<file path="src/rtl/pin_settle.sv">
// Bowling lane pin sensor front end: waits for the ball to clear, debounces the pin mask,
// and reports newly downed pins per roll. Optional strike fill pulse: PIN_SETTLE_STRIKE_FILL_EN.
module pin_settle #(
  parameter int unsigned SETTLE_CYCLES  = 1000,
  parameter int unsigned TIMEOUT_CYCLES = 100000
) (
  input  logic       clk_in,
  input  logic       rst_in,
  input  logic       roll_start,
  input  logic       ball_done,
  input  logic [9:0] pins_down_raw,
  output logic       valid_out,
  output logic [9:0] pin_hit,
  output logic       chance,
  output logic       rack_reset,
  output logic       busy,
  output logic       roll_err
);

  typedef enum logic [2:0] {
    IDLE,
    ROLLING,
    SETTLING,
    REPORT,
    FILL,
    RACK
  } state_t;

  localparam logic [19:0] TIMEOUT_LAST = 20'(TIMEOUT_CYCLES - 1);
  localparam logic [15:0] SETTLE_LAST  = 16'(SETTLE_CYCLES - 1);
  localparam logic [9:0]  ALL_PINS     = 10'h3FF;

  state_t      state;
  logic [19:0] timeout_cnt;
  logic [15:0] settle_cnt;
  logic [9:0]  sample;
  logic [9:0]  down_mask;

  // Result pulses and pin_hit are loaded on the edge entering the state that presents them,
  // so every output comes straight from a flop.
  always_ff @(posedge clk_in or posedge rst_in) begin
    if (rst_in) begin
      state       <= IDLE;
      timeout_cnt <= '0;
      settle_cnt  <= '0;
      sample      <= '0;
      down_mask   <= '0;
      valid_out   <= 1'b0;
      pin_hit     <= '0;
      chance      <= 1'b0;
      rack_reset  <= 1'b0;
      busy        <= 1'b0;
      roll_err    <= 1'b0;
    end else begin
      valid_out  <= 1'b0;
      pin_hit    <= '0;
      rack_reset <= 1'b0;

      if (roll_start && (state != IDLE)) begin
        roll_err <= 1'b1;
      end

      case (state)
        IDLE: begin
          if (roll_start) begin
            state       <= ROLLING;
            timeout_cnt <= '0;
            busy        <= 1'b1;
          end
        end

        ROLLING: begin
          if (ball_done || (timeout_cnt == TIMEOUT_LAST)) begin
            state      <= SETTLING;
            settle_cnt <= '0;
            sample     <= pins_down_raw;
          end else begin
            timeout_cnt <= timeout_cnt + 20'd1;
          end
        end

        // Any change in the sensor word restarts the stability window.
        SETTLING: begin
          if (pins_down_raw != sample) begin
            sample     <= pins_down_raw;
            settle_cnt <= '0;
          end else if (settle_cnt == SETTLE_LAST) begin
            state     <= REPORT;
            valid_out <= 1'b1;
            pin_hit   <= sample & ~down_mask;
          end else begin
            settle_cnt <= settle_cnt + 16'd1;
          end
        end

        REPORT: begin
          down_mask <= down_mask | sample;
          if (chance) begin
            state      <= RACK;
            rack_reset <= 1'b1;
          end else if ((down_mask | sample) == ALL_PINS) begin
`ifdef PIN_SETTLE_STRIKE_FILL_EN
            state     <= FILL;
            valid_out <= 1'b1;
`else
            state      <= RACK;
            rack_reset <= 1'b1;
`endif
          end else begin
            chance <= 1'b1;
            state  <= IDLE;
            busy   <= 1'b0;
          end
        end

        FILL: begin
          state      <= RACK;
          rack_reset <= 1'b1;
        end

        RACK: begin
          down_mask <= '0;
          chance    <= 1'b0;
          state     <= IDLE;
          busy      <= 1'b0;
        end

        default: begin
          state <= IDLE;
          busy  <= 1'b0;
        end
      endcase
    end
  end

endmodule
</file>
<file path="config.mk">
export PLATFORM = sky130hd
export DESIGN_NAME = pin_settle
export DESIGN_NICKNAME = d
export VERILOG_FILES = /design/src/rtl/pin_settle.sv
export SDC_FILE = /design/constraint.sdc
export NUM_CORES = 1
export LEC_CHECK = 0
export ABC_AREA = 1
export CAP_MARGIN = 20
export CORE_ASPECT_RATIO = 1.1
export CORE_MARGIN = 2
export CORE_UTILIZATION = 47
export CTS_BUF_LIST = sky130_fd_sc_hd__clkbuf_4 sky130_fd_sc_hd__clkbuf_8
export CTS_CLUSTER_SIZE = 24
export DETAILED_ROUTE_END_ITERATION = 6
export HOLD_SLACK_MARGIN = 0.02
export PLACE_DENSITY = 0.72
export SYNTH_ARGS = -nofsm -noshare
export SYNTH_HDL_FRONTEND = slang
export SYNTH_SLANG_ARGS = --single-unit
</file>
<file path="constraint.sdc">
create_clock -name clk_in -period 2.68 [get_ports clk_in]
set_clock_uncertainty 0.15 [all_clocks]
set_input_delay 0.268 -clock clk_in [delete_from_list [all_inputs] [get_ports clk_in]]
set_output_delay 0.268 -clock clk_in [all_outputs]
set_load 0.005 [all_outputs]
</file>
==> run_results.csv, run 1 <==
group,metric,value,unit
run_status,status,"finished clean",
route,drc_errors,0,
power_and_ir_drop,pwr-share-seq,0.549,
cells_and_area,fill_cells,766,
worst_setup_path,arrival,2.20,ns
die,fp-row-count,35,
route,drt-initial-drc-count,179,
clock_network,cts_setup_buffers,0,
die,core,0.00850,mm²
cells_and_area,drive_above_1_share,0.0969,
cells_and_area,fin_cells,720,
die,io_pins,29,
clock_network,ctsHtreeMaxLevel,3,
cells_and_area,syn2layout_area_growth,14.9,%
power_and_ir_drop,p_sw_frac,0.255,
sta,setup_tns,0,ns
global_routing,track_usage,0.211,
route,vias,3645,
worst_setup_path,path_cells,"ha_1 > nand2_1 > nor2_2 > nand3_1 > nand2_4 > inv_4 > nor2_8 > nand2_4 > nand2_1 > nand2_1",
die,initial_utilization,0.489,
synthesis,syn-num-nets,584,
synthesis,netlist_instances,568,
sta,rsz0062_at_grt,"no",
global_routing,antenna_found_initial,0,
global_routing,grt_pass1_vias,3490,
placed_design,placed_cells,704,
cells_and_area,mostFrequentLayoutCells,"nand2_1 (193), dfrtp_1 (74), nor2_1 (63)",
synthesis,yosysWarnings,0,
synthesis,synthDistinctLibCells,31,
clock_network,cts-resized-gates,0,
sta,period_needed,2.10,ns
cells_and_area,nNetsFinal,620,
synthesis,synth_ff_type,"dfrtp_1",
clock_network,clockBufferDepth,2,
global_routing,grt-ovfl-total,0,
placed_design,place_congestion,0.886,
worst_setup_path,critPathKind,"reg -> reg",
clock_network,ctsRootBufferMaster,"clkbuf_8",
power_and_ir_drop,power.density,434,mW/mm²
worst_setup_path,cp.required,2.78,ns
sta,hold_viol,0,
synthesis,syn_area,0.00415,mm²
die,dieArea,0.00960,mm²
power_and_ir_drop,p_leak,0.00238,µW
route,avgRoutedWirePerCell,12.7,µm
placed_design,hpwlAfterDp,6650,µm
worst_setup_path,cp-startpoint,"timeout_cnt[0]",
cells_and_area,final_common_cell,"nand2_1",
worst_setup_path,critPathMostFrequentCell,"nand2_1",
worst_setup_path,path_delay_family,"simple AND/OR/NAND/NOR gates",
worst_setup_path,worstSetupStartpointType,"register",
synthesis,avgSynthCellArea,7.31,µm²
power_and_ir_drop,power_frac_comb,0.053,
die,die_w,93.6,µm
power_and_ir_drop,internal_power,1540,µW
worst_setup_path,ff2ff_setup_slack,0.58,ns
clock_network,cts_tree,"done",
placed_design,io_buffers,28,
global_routing,grt_pass1_wl,16100,µm
sta,slew_viol_final,0,
worst_setup_path,end_kind,"register",
sta,period_share,0.783,
clock_network,path_clk_slew,0.09,ns
sta,timing.fmax,0.477,GHz
worst_setup_path,r2r_start,"timeout_cnt[0]",
min_path,hold_path_class,"in -> async",
clock_network,cts_hold_buf,0,
power_and_ir_drop,peakVddDrop,0.240,mV
route,ant_nets,0,
route,finalWirelength,9180,µm
synthesis,synth_edf_count,0,
synthesis,synthArstFlopShare,1.00,
clock_network,cts_num_sinks,74,
power_and_ir_drop,switching_power,529,µW
global_routing,grt_start_max_net_pins,75,
flow_run,maxCapViolations,0,
clock_network,cts_buffers,9,
clock_network,clk_latency,0.36,ns
worst_setup_path,max_stage_delay,0.38,ns
route,viasPerCell,5.06,
worst_setup_path,worstPathBufferInverterCount,1,
die,die_h,103,µm
worst_setup_path,worst-path-max-fanout,16,
worst_setup_path,critPathSlowestCell,"dfrtp_1",
sta,relSlewSlack,0.716,
synthesis,synth-seq-cells,74,
route,first_pass_iters,5,
sta,worst_slew_pin_slew,0.423,ns
synthesis,yosysSeqAreaShare,0.446,
cells_and_area,num_antenna_cells,0,
sta,setup_viol,0,
power_and_ir_drop,p_clk_frac,0.398,
==> power by group through the flow <==
stage	Combinational (µW)	Sequential [µW]	Clock (µW)
3_5_place_dp	113	1160	0
2_1_floorplan	67.4	1160	0
3_3_place_gp	109	1160	0
5_1_grt	127	1140	899
4_1_cts	113	1140	850
6_report	111	1140	824
==> metal layers <==
metal | track usage | vias to the layer above | part of all wire
li1 | - | 1851 | -
met1 | 0.285 | 1690 | 0.46
met3 | 0.0424 | 18 | 0.038
met2 | 0.340 | 86 | 0.48
met5 | 0 | - | 0
met4 | 0.0758 | 0 | 0.017
==> area by class of cell <==
cell class              count  area [µm²]  area share
clock buffers              11         145      0.0304
inverters                  69         262      0.0548
well taps                 111         139      0.0291
multi-input cells         414        1980       0.416
repair buffers             36         353      0.0739
flip-flops and latches     74        1850       0.388
clock inverters             5        38.8     0.00813
==> path summary, 6_finish.rpt <==
| path | to | depth (start not counted) |
|---|---|---|
| max in group asynchronous | timeout_cnt[0] | 3 |
| max | settle_cnt[7] | 10 |
| min reg2reg | pin_hit[9] | 1 |
| min | pin_hit[5] | 3 |
| max reg2reg | settle_cnt[7] | 10 |
| min in group clk_in | pin_hit[9] | 1 |
==> synthesized netlist by cell type (all sizes together) (5+ instances only) <==
master / instances / area, µm²
xnor2: 7 / 61.3
inv: 69 / 262
xor2: 14 / 123
nand3: 51 / 278
nor2: 70 / 299
o21ai: 31 / 155
buf: 6 / 36.3
nand2: 196 / 753
dfrtp: 74 / 1850
nand4: 9 / 56.3
clkbuf: 5 / 18.8
nor3: 22 / 155
==> kinds of logic (layout without fill, tap and decap cells) <==
family | Yosys count | count (layout) | synth area share
compound gates | 40 | 40 | 0.0518
xor+xnor | 21 | 21 | 0.0443
fa+ha+maj | 2 | 2 | 0.00602
buf+inv | 80 | 121 | 0.0762
flops | 74 | 74 | 0.446
simple gates | 351 | 351 | 0.376
==> registers in the layout, summed over array words and instances (netlist names), 3 cells and up <==
name and count:
timeout_cnt 20, settle_cnt 16, down_mask 10, pin_hit 10, sample 10, state 3
==> worst reg2reg max path: stages, from the launching register on <==
cell and delay (ns):
dfrtp_1 0.38, ha_1 0.22, nand2_1 0.12, nor2_2 0.18, nand3_1 0.17, nand2_4 0.18
inv_4 0.11, nor2_8 0.17, nand2_4 0.16, nand2_1 0.11, nand2_1 0.05
==> stage by stage <==
stage | util | power [µW] | worst slack, ns | hold WS (ns) | cell area, µm²
2_1_floorplan | - | 1230 | 0.380 | 0.239 | 4150
3_3_place_gp | 0.540 | 1270 | 0.498 | 0.272 | 4590
3_5_place_dp | 0.540 | 1270 | 0.419 | 0.278 | 4590
4_1_cts | 0.562 | 2100 | 0.558 | 0.168 | 4770
5_1_grt | 0.562 | 2170 | 0.401 | 0.165 | 4770
6_report | 0.562 | 2070 | 0.583 | 0.143 | 4770
Note: power is estimated with default switching activity, not from simulation.
==> inputs of run 2 (changes only) <==
clock period = 2 ns   (was 2.68 ns; I/O delays follow)
==> run 2 against run 1 <==
Against the previous run: worst setup slack lost 0.44 ns; via count is 3.4% higher; maximum frequency up 13%; power grew 58%; final cell count rose by 1.9%; flip-flop and latch count unchanged; die area stayed put; sequential power up 34%; critical path type unchanged; critical endpoint unchanged.
==> run_results.csv, run 2 (synthesis results as in run 1) <==
group,metric,value,unit
sta,setup_tns,0,ns
global_routing,antenna_found_initial,0,
route,drc_errors,0,
worst_setup_path,cp.required,2.14,ns
cells_and_area,num_antenna_cells,0,
worst_setup_path,r2r-end,"settle_cnt[7]",
die,die_w,93.6,µm
worst_setup_path,critPathKind,"reg -> reg",
worst_setup_path,path_cells,"ha_2 > nand2_1 > nor2_4 > nand3_1 > nand2_4 > inv_4 > nor2_8 > buf_4 > nand3_1 > nand2_1",
route,finalWirelength,9380,µm
cells_and_area,largestRegisters,"timeout_cnt: 20 flops, settle_cnt: 16 flops",
cells_and_area,seqCellArea,0.00185,mm²
clock_network,ctsRootBufferMaster,"clkbuf_8",
die,core,0.00850,mm²
placed_design,pre_cts_ws,-0.0639,ns
worst_setup_path,end_kind,"register",
worst_setup_path,path_delay_family,"simple AND/OR/NAND/NOR gates",
sta,slew_viol_final,0,
power_and_ir_drop,p_leak,0.00250,µW
route,avgRoutedWirePerCell,12.8,µm
die,die_h,103,µm
global_routing,grt_pass1_vias,3489,
sta,worst_slack,0.145,ns
placed_design,place_area,0.00472,mm²
placed_design,place_congestion,0.859,
die,dieArea,0.00960,mm²
cells_and_area,fill_cells,756,
sta,timing.fmax,0.539,GHz
power_and_ir_drop,power.total,3270,µW
sta,period_needed,1.85,ns
cells_and_area,nNetsFinal,634,
route,vias,3768,
placed_design,hpwlAfterDp,6720,µm
worst_setup_path,worstSetupStartpointType,"register",
worst_setup_path,max_stage_delay,0.38,ns
cells_and_area,final_common_cell,"nand2_1",
die,initial_utilization,0.489,
worst_setup_path,reg2regPathDepth,10,
clock_network,cts_tree,"done",
worst_setup_path,cp.depth,10,
sta,hold_viol,0,
cells_and_area,final_area,0.00502,mm²
sta,period_share,0.927,
route,drt-initial-drc-count,179,
run_status,status,"finished clean",
clock_network,ctsHtreeMaxLevel,3,
clock_network,path_clk_slew,0.09,ns
placed_design,io_buffers,28,
global_routing,track_usage,0.212,
route,viasPerCell,5.13,
global_routing,grt_pass1_wl,16300,µm
global_routing,grt_start_max_net_pins,75,
clock_network,clk_latency,0.35,ns
worst_setup_path,ff2ff_setup_slack,0.15,ns
route,ant_nets,0,
cells_and_area,mostFrequentLayoutCells,"nand2_1 (191), dfrtp_1 (74), nor2_1 (62)",
power_and_ir_drop,peakVddDrop,0.363,mV
worst_setup_path,worst-path-max-fanout,7,
worst_setup_path,worstPathBufferInverterCount,2,
worst_setup_path,critPathSlowestCell,"dfrtp_1",
clock_network,clockBufferDepth,2,
power_and_ir_drop,power.density,651,mW/mm²
cells_and_area,multi_input_area,0.00201,mm²
worst_setup_path,arrival,2.00,ns
sta,worst_slew_pin_slew,0.387,ns
die,fp-row-count,35,
clock_network,cts_buffers,9,
sta,hold_slack,0.159,ns
min_path,hold_path_class,"in -> async",
cells_and_area,regMostFlops,"timeout_cnt",
route,first_pass_iters,5,
flow_run,maxCapViolations,0,
cells_and_area,largest_reg_flops,20,
cells_and_area,syn2layout_area_growth,21.0,%
sta,relSlewSlack,0.742,
clock_network,cts_num_sinks,74,
worst_setup_path,r2r_start,"timeout_cnt[1]",
cells_and_area,drive_above_1_share,0.124,
sta,setup_viol,0,
global_routing,grt-ovfl-total,0,
die,io_pins,29,
run 2: changes by cell type in the layout (fill, tap and decap cells not counted), sizes merged:
cell,delta
clkbuf,-2
clkinv,+1
buf,+14
clkinvlp,-3
bufinv,+4
run 2: repair_timing:
| action | 4_1_cts | 5_1_grt |
|---|---|---|
| hold endpoints to repair | 0 | 0 |
| resized for setup | 0 | 7 |
| buffers inserted | 0 | 1 |
| hold buffers | 0 | 0 |
| endpoints found under the setup margin | 0 | 42 |
run 2: layer usage:
layer	global-route usage	vias to the layer above	wire, µm
li1	-	1886	-
met1	0.284	1765	4210
met2	0.356	105	4590
met3	0.0336	12	462
met4	0.0647	0	123
met5	0	-	0
run 2: worst max path at each step:
stage | end | start | slack (ns)
floorplan | settle_cnt[4] | timeout_cnt[0] | 0.19
global placement | sample[7] | pins_down_raw[6] | -0.006
detailed placement | settle_cnt[3] | pins_down_raw[7] | -0.06
CTS | timeout_cnt[16] | timeout_cnt[1] | 0.08
global route | settle_cnt[5] | settle_cnt[0] | -0.004
finish | settle_cnt[7] | timeout_cnt[1] | 0.15
run 2: worst reg2reg max path: cells and delay by family, from the launching register on:
kind	cells	cell delay [ns]
fa+ha+maj	1	0.22
buf+inv	2	0.22
flops	1	0.38
simple gates	7	0.84
run 2: through the flow:
stage,util,std cells
5_1_grt,0.591,734
6_report,0.591,734
4_1_cts,0.587,733
3_3_place_gp,0.555,717
2_1_floorplan,-,568
3_5_place_dp,0.555,717
run 2: cell type report:
cell class	count	area share
inverter	69	0.0528
clock inverter	7	0.0296
sequential	74	0.369
timing repair buffer	50	0.0961
tap	111	0.0276
clock buffer	9	0.0247
multi-input combinational	414	0.401
run 2: report_power, final:
| part | internal (µW) | leakage, µW | total [µW] | switching (µW) |
|---|---|---|---|---|
| Sequential | 1510 | 0.000991 | 1530 | 17.5 |
| Clock | 971 | 0.000136 | 1590 | 622 |
| Combinational | 62.2 | 0.00138 | 154 | 91.4 |
==> inputs of run 3 (changes only) <==
--- a/constraint.sdc
+++ b/constraint.sdc
@@ -4,2 +4,2 @@
 set_output_delay 0.2 -clock clk_in [all_outputs]
-set_load 0.005 [all_outputs]
+set_load 0.02 [all_outputs]
==> results of run 3 <==
No change in the layout: final DEF, timing and power equal those of run 2.
